$ cat src/rtl/cmp_share_arbiter.sv
// Round-robin front end that time-shares one pipelined 6-bit comparator among NREQ clients.
// Operands issue at S0, mode follows one stage later, and results return tagged to their issuer.
module cmp_share_arbiter #(
   parameter int NREQ = 4,
   parameter int IDW  = 3
) (
   input  logic              clk,
   input  logic              rst,
   input  logic              en,
   input  logic [NREQ-1:0]   req_valid,
   output logic [NREQ-1:0]   req_ready,
   input  logic [6*NREQ-1:0] req_a,
   input  logic [6*NREQ-1:0] req_b,
   input  logic [NREQ-1:0]   req_sel,
   output logic [5:0]        cmp_A,
   output logic [5:0]        cmp_B,
   output logic              cmp_sel,
   input  logic              cmp_E,
   input  logic              cmp_G,
   input  logic              cmp_S,
   output logic [NREQ-1:0]   rsp_valid,
   output logic              rsp_E,
   output logic              rsp_G,
   output logic              rsp_S,
   output logic              busy,
   output logic [15:0]       issue_cnt
);

   localparam int W = 6;

   function automatic int wrap_idx(input int base, input int off);
      int sum;
      sum = base + off;
      if (sum >= NREQ) begin
         sum = sum - NREQ;
      end
      return sum;
   endfunction

   logic [IDW-1:0]  ptr_q, ptr_d;
   logic [W-1:0]    cmp_a_q, cmp_a_d;
   logic [W-1:0]    cmp_b_q, cmp_b_d;
   logic            sel0_q, sel0_d;
   logic [IDW-1:0]  id0_q, id0_d;
   logic            v0_q, v0_d;
   logic            cmp_sel_q, cmp_sel_d;
   logic [IDW-1:0]  id1_q, id1_d;
   logic            v1_q, v1_d;
   logic [IDW-1:0]  id2_q, id2_d;
   logic            v2_q, v2_d;
   logic [NREQ-1:0] rsp_valid_q, rsp_valid_d;
   logic            rsp_e_q, rsp_e_d;
   logic            rsp_g_q, rsp_g_d;
   logic            rsp_s_q, rsp_s_d;
   logic [15:0]     issue_cnt_q, issue_cnt_d;

   logic            grant_found;
   int              win_idx;
   logic [W-1:0]    win_a;
   logic [W-1:0]    win_b;
   logic            win_sel;
   logic            accept;

   // First valid requester at or after ptr wins; en only masks the grant, not the search.
   always_comb begin
      grant_found = 1'b0;
      win_idx     = 0;
      win_a       = '0;
      win_b       = '0;
      win_sel     = 1'b0;
      req_ready   = '0;
      for (int k = 0; k < NREQ; k++) begin
         if (!grant_found && req_valid[wrap_idx(int'(ptr_q), k)]) begin
            grant_found = 1'b1;
            win_idx     = wrap_idx(int'(ptr_q), k);
         end
      end
      if (grant_found) begin
         win_a   = req_a[win_idx*W +: W];
         win_b   = req_b[win_idx*W +: W];
         win_sel = req_sel[win_idx];
         if (en) begin
            req_ready[win_idx] = 1'b1;
         end
      end
      accept = en && grant_found;
   end

   always_comb begin
      ptr_d       = ptr_q;
      cmp_a_d     = cmp_a_q;
      cmp_b_d     = cmp_b_q;
      sel0_d      = sel0_q;
      id0_d       = id0_q;
      v0_d        = accept;
      issue_cnt_d = issue_cnt_q;
      if (accept) begin
         ptr_d       = IDW'(wrap_idx(win_idx, 1));
         cmp_a_d     = win_a;
         cmp_b_d     = win_b;
         sel0_d      = win_sel;
         id0_d       = IDW'(win_idx);
         issue_cnt_d = issue_cnt_q + 16'd1;
      end

      // Mode lags operands by one stage to meet the comparator's input register.
      cmp_sel_d = v0_q ? sel0_q : cmp_sel_q;
      id1_d     = id0_q;
      v1_d      = v0_q;
      id2_d     = id1_q;
      v2_d      = v1_q;

      // Results are only sampled for live operations so the unreset comparator's X never leaks.
      rsp_e_d = rsp_e_q;
      rsp_g_d = rsp_g_q;
      rsp_s_d = rsp_s_q;
      if (v2_q) begin
         rsp_e_d = cmp_E;
         rsp_g_d = cmp_G;
         rsp_s_d = cmp_S;
      end
      rsp_valid_d = '0;
      for (int i = 0; i < NREQ; i++) begin
         rsp_valid_d[i] = v2_q && (id2_q == IDW'(i));
      end
   end

   always_ff @(posedge clk or posedge rst) begin
      if (rst) begin
         ptr_q       <= '0;
         cmp_a_q     <= '0;
         cmp_b_q     <= '0;
         sel0_q      <= 1'b0;
         id0_q       <= '0;
         v0_q        <= 1'b0;
         cmp_sel_q   <= 1'b0;
         id1_q       <= '0;
         v1_q        <= 1'b0;
         id2_q       <= '0;
         v2_q        <= 1'b0;
         rsp_valid_q <= '0;
         rsp_e_q     <= 1'b0;
         rsp_g_q     <= 1'b0;
         rsp_s_q     <= 1'b0;
         issue_cnt_q <= '0;
      end else begin
         ptr_q       <= ptr_d;
         cmp_a_q     <= cmp_a_d;
         cmp_b_q     <= cmp_b_d;
         sel0_q      <= sel0_d;
         id0_q       <= id0_d;
         v0_q        <= v0_d;
         cmp_sel_q   <= cmp_sel_d;
         id1_q       <= id1_d;
         v1_q        <= v1_d;
         id2_q       <= id2_d;
         v2_q        <= v2_d;
         rsp_valid_q <= rsp_valid_d;
         rsp_e_q     <= rsp_e_d;
         rsp_g_q     <= rsp_g_d;
         rsp_s_q     <= rsp_s_d;
         issue_cnt_q <= issue_cnt_d;
      end
   end

   assign cmp_A     = cmp_a_q;
   assign cmp_B     = cmp_b_q;
   assign cmp_sel   = cmp_sel_q;
   assign rsp_valid = rsp_valid_q;
   assign rsp_E     = rsp_e_q;
   assign rsp_G     = rsp_g_q;
   assign rsp_S     = rsp_s_q;
   assign issue_cnt = issue_cnt_q;
   assign busy      = v0_q | v1_q | v2_q | (|rsp_valid_q);

endmodule
$ cat config.mk
export PLATFORM = sky130hd
export DESIGN_NAME = cmp_share_arbiter
export DESIGN_NICKNAME = d
export VERILOG_FILES = /design/src/rtl/cmp_share_arbiter.sv
export SDC_FILE = /design/constraint.sdc
export NUM_CORES = 1
export LEC_CHECK = 0
export CAP_MARGIN = 20
export CORE_MARGIN = 5
export CORE_UTILIZATION = 50
export CTS_CLUSTER_DIAMETER = 80
export DETAILED_ROUTE_END_ITERATION = 8
export GPL_TIMING_DRIVEN = 0
export PLACE_DENSITY = 0.8
export SETUP_SLACK_MARGIN = 0.02
export SYNTH_ARGS = -nofsm -noshare
export SYNTH_HDL_FRONTEND = slang
export SYNTH_SLANG_ARGS = --single-unit
$ cat constraint.sdc
create_clock -name clk -period 6.1 [get_ports clk]
set_input_delay 0.915 -clock clk [delete_from_list [all_inputs] [get_ports clk]]
set_output_delay 0.915 -clock clk [all_outputs]
set_load 0.02 [all_outputs]
==> metrics.md, run 1 <==
| Metric | Value |
|---|---|
| Arrival time at the worst endpoint | 6.05 ns |
| Die area | 10900 sq um |
| Post-Synth XOR/XNOR Area | 3.94% |
| Largest family of logic cells by synthesized area | compound AO/OA/AOI/OAI gates |
| Vias in the first global route | 4521 |
| Overall Global Routing Usage | 28.0% |
| Clk sinks | 52 |
| Initial antenna violation count | 0 |
| Wirelength per Cell | 22.2 um |
| Mapped Area | 4450 sq um |
| Slew Limit Fails | 0 |
| Via count | 4573 |
| Total grt overflow | 0 |
| Clock buffer depth | 2 |
| # nets final | 679 |
| Pwr dens | 619 nW/um^2 |
| Flops & latches, synth | 52 |
| Crit-path max cell delay | 0.53 ns |
| Dpl ws | -0.400 ns |
| Max H-tree Level | 2 |
| Crit. End Element | register |
| # diodes | 0 |
| Number of antenna-violating nets in the routed design | 0 |
| Die Width | 104 um |
| Filler cell count | 746 |
| Most frequent CP cell | ha_1 |
| Vias/cell | 6.51 |
| Synth Area in Compound Gates | 20.4% |
| Clock latency on the worst-skew pair | 0.33 ns |
| Synth unique cells | 81 |
| Post-Synth Adder-Cell Area | 6.92% |
| I/O pin count | 103 |
| CP max FO | 10 |
| Sequential area share after synthesis | 29.3% |
| Clock skew | 0.0198 ns |
| Tightest Pin Transition | 0.853 ns |
| Worst-path clk slew | 0.11 ns |
| Mapped Cells | 475 |
| Total power | 3.57 mW |
| Initial DRC count | 351 |
| DRC | 0 |
| Worst setup margin | 0.279 ns |
| Share of cells above drive strength 1 | 12.6% |
| Global-route wire length before repair | 24500 um |
| Core area | 8680 sq um |
| RSZ-0062 raised after global routing | false |
| Crit-path slowest cell | a2111o_1 |
| Share of synthesized registers carrying an async set or reset | 100% |
| # hold bufs at CTS | 0 |
| Post-synth EDFFs | 0 |
| WL final | 15600 um |
| TritonCTS clock tree | built |
| Rows | 34 |
| Crit path buf inv count | 4 |
| Worst VDD drop | 0.425 mV |
| Area of the multi-input gates | 2990 sq um |
| Minimum clock period | 5.82 ns |
| Fin Setup TNS | 0 ns |
| Placer Congestion | 0.966 |
| Sequential Area | 1300 sq um |
| Fin crit share | 95.4% |
| Max Fclk | 172 MHz |
| Slew margin rel. | 42.4% |
| Area Growth Syn to Fin | 29.8% |
| Initial core utilization | 51.2% |
| Die H | 104 um |
| Yosys warning count | 0 |
| Final hold violations | 0 |
| Setup CP Type | reg2reg |
| Leakage | 2.37 nW |
| Pin count of the biggest net entering global routing | 35 |
| Startpoint Class | register |
| Max Cap Violations | 0 |
| Port bufs | 99 |
| Multiplexer share of the synthesized area | 15.0% |
| Cells along the critical path | buf_2, inv_1, clkbuf_2, ha_1, buf_6, or3b_1, a2111o_1, a21oi_1, a32o_1, ha_1, ha_1, and3_1, nor3_1, nor2_2, or4_1, a311oi_1, a311oi_1, a211oi_1 |
| Post-synth top flop | dfrtp_1 |
| Drt pass-1 iters | 5 |
| Placed Cells | 692 |
| Crit path max-delay family | compound AO/OA/AOI/OAI gates |
| Core Util, Final | 66.5% |
| Hold Crit Class | reg2reg |
| Finished Layout Cells | 702 |
| Simple-gate share of the synthesized area | 19.2% |
| Mean Syn Cell Area | 9.36 sq um |
| TritonCTS Buffers | 5 |
| CTS root buf | clkbuf_8 |
| DP HPWL | 12100 um |
| WP data required | 6.33 ns |
| Status | finished, final reports clean |
| Final setup vio count | 0 |
state kept, by name, indices dropped and copies added (netlist names), 3 cells and up:
name       cells
issue_cnt     16
cmp_A          6
cmp_B          6
rsp_valid      4
id0_q          3
id1_q          3
id2_q          3
ptr_q          3
placed cells by master (no fill, tap or decap), types with 4 or more instances in the layout:
cell and instances:
a2111oi_0 4, a211oi_1 6, a21o_1 4, a21oi_1 20
a221oi_1 4, a311oi_1 4, a31oi_1 13, and3_1 11
buf_2 7, clkbuf_1 10, clkbuf_8 5, clkdlybuf4s50_1 99
conb_1 11, dfrtp_1 52, ha_1 23, inv_1 12
mux2_2 10, mux2i_1 16, mux4_2 16, nand2_1 46
nand3_1 27, nand4_1 11, nor2_1 21, nor2b_1 5
nor3_1 12, o21ai_0 19, o21ai_1 6, xnor2_1 15
xor2_1 5
report_power, final:
part	internal, mW	switching, mW	total [mW]	leakage, nW
combinational	1.11	1.71	2.82	1.66
clock	0.0847	0.137	0.222	0.0463
sequential	0.447	0.0810	0.528	0.665
cell usage after synthesis, types with 4 or more instances:
library cell	number	area, sq um
a2111oi_0	4	35.0
a211oi_1	6	45.0
a21o_1	4	30.0
a21oi_1	20	100
a221oi_1	4	35.0
a311oi_1	4	35.0
a31oi_1	13	81.3
and3_1	11	68.8
buf_2	6	30.0
clkbuf_1	13	48.8
dfrtp_1	52	1300
ha_1	23	288
inv_1	13	48.8
mux2_2	10	113
mux2i_1	16	160
mux4_2	16	360
nand2_1	46	173
nand3_1	27	135
nand4_1	11	68.8
nor2_1	24	90.1
nor2b_1	5	31.3
nor3_1	12	60.1
o21ai_0	19	95.1
o21ai_1	6	30.0
o31ai_1	4	30.0
xnor2_1	15	131
xor2_1	5	43.8
routing by layer:
layer  up-vias  global-route usage, %  share of wire, %
met1      2197                   36.3                41
met5         -                      0                 0
li1       2054                      -                 -
met3        46                   5.21               8.0
met4         0                   10.9               3.6
met2       276                   46.0                48
metrics by stage:
stage / cell area (sq um) / hold slack (ns)
finish: 5770 / 0.370
global route: 5770 / 0.374
CTS: 5740 / 0.366
detailed placement: 5630 / 0.336
global placement: 5610 / 0.332
floorplan: 4480 / 0.331
what timing repair did:
| item | CTS | global route |
|---|---|---|
| endpoints found under the setup margin | 6 | 7 |
| pin swaps | 0 | 1 |
| buffers inserted | 0 | 1 |
| gates cloned | 0 | 0 |
| gates resized for setup | 5 | 7 |
final timing paths:
path	to	slack, ns	cells after the start	from
setup / recovery	cmp_A[3]	0.28	18	ptr_q[0]
hold / removal	id2_q[1]	0.37	0	id1_q[1]
setup reg to reg	cmp_A[3]	0.28	18	ptr_q[0]
hold reg to reg	id2_q[1]	0.37	0	id1_q[1]
max in group asynchronous	id0_q[1]	4.63	3	rst
min in group asynchronous	cmp_B[0]	0.91	2	rst
cells by family after synthesis:
group	count (synthesis)
compound gates	124
xor+xnor	20
fa+ha+maj	24
buf+inv	45
flops	52
mux	45
other cells	2
simple gates	163
cell type report:
cell class | count | share of cell area, %
Buffer | 28 | 2.73
Clock inverter | 3 | 0.477
Sequential cell | 52 | 22.5
Tap cell | 108 | 2.34
Multi-Input combinational cell | 387 | 51.7
Timing Repair Buffer | 102 | 17.7
Clock buffer | 5 | 1.19
Inverter | 17 | 1.24
No activity file was read; power rests on OpenSTA's default activity.
==> run 2: changes to the inputs <==
- CORE_UTILIZATION: 50 -> 48
- PLACE_DENSITY: 0.8 -> 0.77
- SKIP_LAST_GASP: not set -> 1
==> run 2 against run 1 <==
Net effect: register-to-register slack worse by 0.14 ns; wire length is 0.61% higher; count of clock-buffer cells in the layout did not move; largest power group unchanged; non-clock buffer count fell by 1; combinational power barely moved; largest cell class unchanged; via count barely moved; first-iteration DRC count increased by 17%; worst setup slack worse by 0.14 ns; die area is 3.8% higher.
==> metrics.md, run 2 (synthesized netlist as in run 1, its figures left out) <==
| Metric | Value |
|---|---|
| Worst VDD drop | 0.324 mV (-24%) |
| DRC | 0 (unchanged) |
| Max reg flops | 16 (unchanged) |
| Max H-tree Level | 2 (unchanged) |
| CP max FO | 12 (+2) |
| Die Width | 106 um (+1.9%) |
| WP data required | 6.35 ns (+0.02 ns) |
| Worst-path clk slew | 0.11 ns (about the same) |
| # hold bufs at CTS | 0 (unchanged) |
| Rows | 35 (+2.9%) |
| Setup CP Type | reg2reg |
| Max Fclk | 168 MHz (-2.4%) |
| Placed Cells | 695 (+0.43%) |
| Tightest Pin Transition | 0.832 ns (-0.0202 ns) |
| Slew margin rel. | 43.8% (+1.4 points) |
| Startpoint Class | register |
| Vias/cell | 6.49 (-0.37%) |
| Initial antenna violation count | 0 (unchanged) |
| Crit. End Element | register |
| Worst setup margin | 0.137 ns (-0.142 ns) |
| DP HPWL | 12000 um (-0.80%) |
| Core area | 9150 sq um (+5.5%) |
| Commonest non-fill, non-tap cell in the layout | clkdlybuf4s50_1 |
| Total grt overflow | 0 (unchanged) |
| Port bufs | 99 (unchanged) |
| Clock buffer depth | 2 (unchanged) |
| Dpl ws | -0.339 ns (+0.0613 ns) |
| TritonCTS Buffers | 5 (unchanged) |
| Total power | 3.57 mW (+0.14%) |
| Finished Layout Cells | 704 (+0.28%) |
| Area Growth Syn to Fin | 30.2% |
| Vias in the first global route | 4534 (+0.29%) |
| Number of antenna-violating nets in the routed design | 0 (unchanged) |
| WL final | 15700 um (+0.61%) |
| Die H | 106 um (+1.9%) |
| Die area | 11300 sq um (+3.8%) |
| Pwr dens | 618 nW/um^2 (-0.16%) |
| Initial core utilization | 48.6% (-2.7 points) |
| Most frequent cells in the layout | clkdlybuf4s50_1 (99), dfrtp_1 (52), nand2_1 (46) |
| # nets final | 678 (-0.15%) |
| Final setup vio count | 0 (unchanged) |
| Placer Congestion | 0.968 (+0.27%) |
| Max Cap Violations | 0 (unchanged) |
| Initial DRC count | 411 (+17%) |
| Clock skew | 0.0194 ns (-0.000343 ns) |
| Final hold violations | 0 (unchanged) |
| Drt pass-1 iters | 5 (unchanged) |
| Arrival time at the worst endpoint | 6.21 ns (+0.16 ns) |
| Hold Crit Class | reg2reg |
| Share of cells above drive strength 1 | 13.0% (+0.36 points) |
| I/O pin count | 103 (unchanged) |
| Global-route wire length before repair | 24600 um (+0.45%) |
| Slew Limit Fails | 0 (unchanged) |
| Worst hold slack | 0.366 ns (-0.00456 ns) |
| CTS root buf | clkbuf_8 |
| Leakage | 2.37 nW (about the same) |
| Status | finished, final reports clean |
| Clk sinks | 52 (unchanged) |
| Via count | 4569 (-0.087%) |
| Minimum clock period | 5.96 ns (+0.142 ns) |
| RSZ-0062 raised after global routing | true |
| # diodes | 0 (unchanged) |
| TritonCTS clock tree | built |
| Wirelength per Cell | 22.3 um (+0.32%) |
| Pin count of the biggest net entering global routing | 34 (-2.9%) |
| Overall Global Routing Usage | 27.5% (-0.46 points) |
| Fin crit share | 97.8% (+2.3 points) |
| Clock latency on the worst-skew pair | 0.32 ns (about the same) |
[run 2: cell type report]
cell class / count / area, sq um
well taps: 111 / 139
fillers: 792 / 3360
clock buffers: 5 / 68.8
plain buffers: 28 / 158
clock inverters: 3 / 27.5
repair buffers: 101 / 1020
flip-flops and latches: 52 / 1300
inverters: 17 / 75.1
multi-input cells: 387 / 3000
[run 2: routing by layer]
metal / track usage (%) / vias to the layer above / wire [um]
li1: - / 2039 / -
met1: 36.3 / 2220 / 6380
met2: 45.5 / 267 / 7560
met5: 0 / - / 0
met4: 10.4 / 0 / 484
met3: 4.43 / 43 / 1280
[run 2: power by group]
| part | internal, mW | switching [mW] | total [mW] |
|---|---|---|---|
| combinational | 1.11 | 1.71 | 2.82 |
| sequential | 0.447 | 0.0824 | 0.530 |
| clock | 0.0847 | 0.136 | 0.221 |
| total | 1.65 | 1.93 | 3.57 |
[run 2: worst max-delay path, cell delays in order (launching register included)]
cell and delay (ns):
dfrtp_1 0.40, buf_2 0.18, inv_1 0.21, clkbuf_2 0.35, ha_1 0.30, buf_6 0.14, or3b_1 0.35, a2111o_1 0.53
a31oi_4 0.45, nor2_8 0.13, inv_8 0.14, buf_8 0.18, ha_1 0.25, ha_1 0.20, inv_1 0.05, fa_1 0.53
clkinv_1 0.34, nor2_2 0.47, o21ai_0 0.18, or3_1 0.33, a31oi_1 0.14
[run 2: final timing paths]
path | cells past startpoint | to | slack, ns | startpoint
worst max-delay path | 20 | cmp_A[5] | 0.14 | ptr_q[0]
worst min-delay path | 0 | id2_q[0] | 0.37 | id1_q[0]
worst max register to register | 20 | cmp_A[5] | 0.14 | ptr_q[0]
worst min register to register | 0 | id2_q[0] | 0.37 | id1_q[0]
max in group asynchronous | 3 | cmp_B[2] | 4.62 | rst
min in group asynchronous | 2 | issue_cnt[4] | 0.92 | rst
[run 2: metrics by stage]
stage | util [%] | cell area, sq um | setup TNS (ns)
3_5_place_dp | 61.5 | 5630 | -1.14
3_3_place_gp | 61.3 | 5610 | -1.68
2_1_floorplan | - | 4480 | 0
5_1_grt | 63.2 | 5790 | -0.0257
4_1_cts | 62.7 | 5740 | 0
6_report | 63.2 | 5790 | 0
[run 2: timing repair]
action,CTS,global route
pin swaps,0,0
gates resized for setup,3,12
setup buffers,0,0
endpoints found under the setup margin,8,10
==> run 3: changes to the inputs <==
- ABC_AREA: not set -> 1
- GPL_ROUTABILITY_DRIVEN: not set -> 1
==> run 3 against run 2 <==
Net effect: synthesized cell count rose by 40%; critical path depth fell by 1; utilization fell by 0.49 points; worst setup slack improved by 0.92 ns; cell count rose by 27%; first-iteration DRC count rose by 4.4%; register-to-register slack improved by 1.2 ns; flip-flop and latch count did not move; area after synthesis fell by 0.76%; non-clock buffer count fell by 1; sequential share of layout area rose by 0.29 points; global-route usage fell by 1.5 points; critical path type is now in2reg; highest routed layer unchanged.
==> metrics.md, run 3 <==
| Metric | Value |
|---|---|
| Core area | 9110 sq um (-0.48%) |
| Global-route wire length before repair | 23800 um (-3.4%) |
| RSZ-0062 raised after global routing | false |
| Mapped Area | 4410 sq um (-0.76%) |
| Max H-tree Level | 2 (unchanged) |
| Sequential Area | 1300 sq um (unchanged) |
| TritonCTS clock tree | built |
| Vias/cell | 5.40 (-17%) |
| Share of cells above drive strength 1 | 6.51% (-6.5 points) |
| Max Cap Violations | 0 (unchanged) |
| Clk sinks | 52 (unchanged) |
| Clock buffer depth | 2 (unchanged) |
| Max reg flops | 16 (unchanged) |
| Wirelength per Cell | 16.0 um (-28%) |
| Area Growth Syn to Fin | 29.5% |
| Crit. End Element | register |
| TritonCTS Buffers | 5 (unchanged) |
| Final hold violations | 0 (unchanged) |
| Total grt overflow | 0 (unchanged) |
| Status | finished, final reports clean |
| Placed cell area | 5630 sq um (about the same) |
| Slew margin rel. | 49.7% (+6.0 points) |
| DRC | 0 (unchanged) |
| Synth area leaders | dfrtp_1 (29%), nand2_1 (17%), nand3_1 (9.8%) |
| Via count | 4830 (+5.7%) |
| Most frequent cell after synthesis | nand2_1 |
| Hold Crit Class | reg2reg |
| DP HPWL | 11600 um (-2.7%) |
| Commonest non-fill, non-tap cell in the layout | nand2_1 |
| Initial DRC count | 429 (+4.4%) |
| Post-cts resize count | 0 (-3) |
| Area of the multi-input gates | 2680 sq um (-11%) |
| # hold bufs at CTS | 0 (unchanged) |
| # diodes | 0 (unchanged) |
| Rows | 35 (unchanged) |
| Post-CTS setup buffers | 0 (unchanged) |
| Post-synth top flop | dfrtp_1 |
| Clock skew | 0.00766 ns (-0.0118 ns) |
| Number of antenna-violating nets in the routed design | 0 (unchanged) |
| Overall Global Routing Usage | 26.1% (-1.5 points) |
| Die area | 11200 sq um (-0.69%) |
| Worst-path clk slew | 0.09 ns (-0.02 ns) |
| Synth cell count leaders | nand2_1 (203), nand3_1 (86), inv_1 (78) |
| Met1 WL | 6450 um (+1.1%) |
| Drt pass-1 iters | 5 (unchanged) |
| I/O pin count | 103 (unchanged) |
| CP max FO | 10 (-2) |
| Sequential area share after synthesis | 29.5% (+0.22 points) |
| CTS root buf | clkbuf_8 |
| Die Width | 106 um (-0.34%) |
| Tightest Pin Transition | 0.751 ns (-0.0813 ns) |
| WL met3 | 1010 um (-22%) |
| Initial core utilization | 48.4% (-0.14 points) |
| Max Fclk | 198 MHz (+18%) |
| Arrival time at the worst endpoint | 5.25 ns (-0.96 ns) |
| Dominant cell type by area after synthesis | dfrtp_1 |
| Vias in the first global route | 4838 (+6.7%) |
| Share of synthesized registers carrying an async set or reset | 100% (unchanged) |
| Minimum clock period | 5.05 ns (-0.917 ns) |
| Setup CP Type | in2reg |
| Port bufs | 102 (+3.0%) |
| Worst min-delay path startpoint | id1_q[2] |
| Fin Setup TNS | 0 ns (unchanged) |
| Synth unique cells | 39 (-52%) |
| Clock latency on the worst-skew pair | 0.30 ns (-0.02 ns) |
| Filler cell count | 850 (+7.3%) |
| Slew Limit Fails | 0 (unchanged) |
| WL met2 | 6420 um (-15%) |
| Post-synth EDFFs | 0 (unchanged) |
| WL final | 14300 um (-9.0%) |
| Final setup vio count | 0 (unchanged) |
| Yosys warning count | 0 (unchanged) |
| Initial antenna violation count | 0 (unchanged) |
| Pin count of the biggest net entering global routing | 30 (-12%) |
| Most frequent cells in the layout | nand2_1 (203), clkdlybuf4s50_1 (102), nand3_1 (86) |
| Reg2Reg Launch Point | ptr_q[1] |
| Synth top area share | 29.5% (+0.22 points) |
| Placer Congestion | 0.983 (+1.5%) |
| Max layer used | met4 |
| Mean Syn Cell Area | 6.66 sq um (-29%) |
| Startpoint Class | input port |
| Die H | 106 um (-0.34%) |
| # nets final | 868 (+28%) |
| Final instance area | 5720 sq um (-1.3%) |
| WP data required | 6.30 ns (-0.05 ns) |
| Fin crit share | 82.7% (-15 points) |
| Worst setup path start | req_valid[3] |
| Flops & latches, synth | 52 (unchanged) |
| Mapped Cells | 663 (+40%) |
==> run 3: area by class of cell <==
class                           instances  share of cell area [%]
Multi-Input combinational cell        512                    46.9
Clock buffer                            6                    1.27
Inverter                               83                    5.58
Timing Repair Buffer                  103                    18.2
Clock inverter                          2                   0.285
Buffer                                 25                    2.58
Tap cell                              111                    2.43
Sequential cell                        52                    22.8
==> run 3: final timing paths <==
path / cells past startpoint / endpoint / slack (ns)
worst max-delay path: 19 / cmp_A[0] / 1.05
worst min-delay path: 0 / id2_q[2] / 0.36
worst max register to register: 19 / cmp_A[0] / 1.29
worst min register to register: 0 / id2_q[2] / 0.36
max in group asynchronous: 3 / issue_cnt[1] / 4.62
min in group asynchronous: 2 / rsp_G / 0.97
==> run 3: per-layer routing <==
metal | vias to the layer above | GRT usage (%)
li1 | 2368 | -
met1 | 2180 | 35.3
met2 | 248 | 42.9
met3 | 34 | 3.86
met4 | 0 | 8.33
met5 | - | 0
==> run 3: cells by family after synthesis <==
family	synth area share [%]
other cells	0.170
xor+xnor	3.18
fa+ha+maj	6.97
buf+inv	10.6
mux	1.02
flops	29.5
simple gates	38.8
compound gates	9.81
==> run 3: critical path, stage by stage <==
cell and delay [ns]:
clkdlybuf4s50_1 0.53, inv_1 0.05, nand2_1 0.09, nand3_2 0.12
nand2_4 0.14, nor2_1 0.08, nand2_1 0.07, nand3_1 0.10
a21oi_1 0.42, inv_1 0.26, ha_1 0.35, ha_1 0.39
nor2_1 0.54, clkbuf_1 0.58, o211ai_1 0.24, nand4_1 0.16
nand2_1 0.08, nand2_1 0.09, nand2_1 0.04
==> run 3: stage by stage <==
stage | hold WS, ns | util, % | setup WS (ns) | cells
after global placement | 0.332 | 61.6 | 0.765 | 885
after global routing | 0.365 | 62.7 | 0.844 | 894
final | 0.356 | 62.7 | 1.05 | 894
after floorplan | 0.331 | - | 2.34 | 672
after detailed placement | 0.337 | 61.8 | 0.826 | 886
after CTS | 0.358 | 62.7 | 1.13 | 894
Power of run 3 is not shown: default switching activity piles up to over one toggle a cycle in this logic, so the estimate is an artifact.
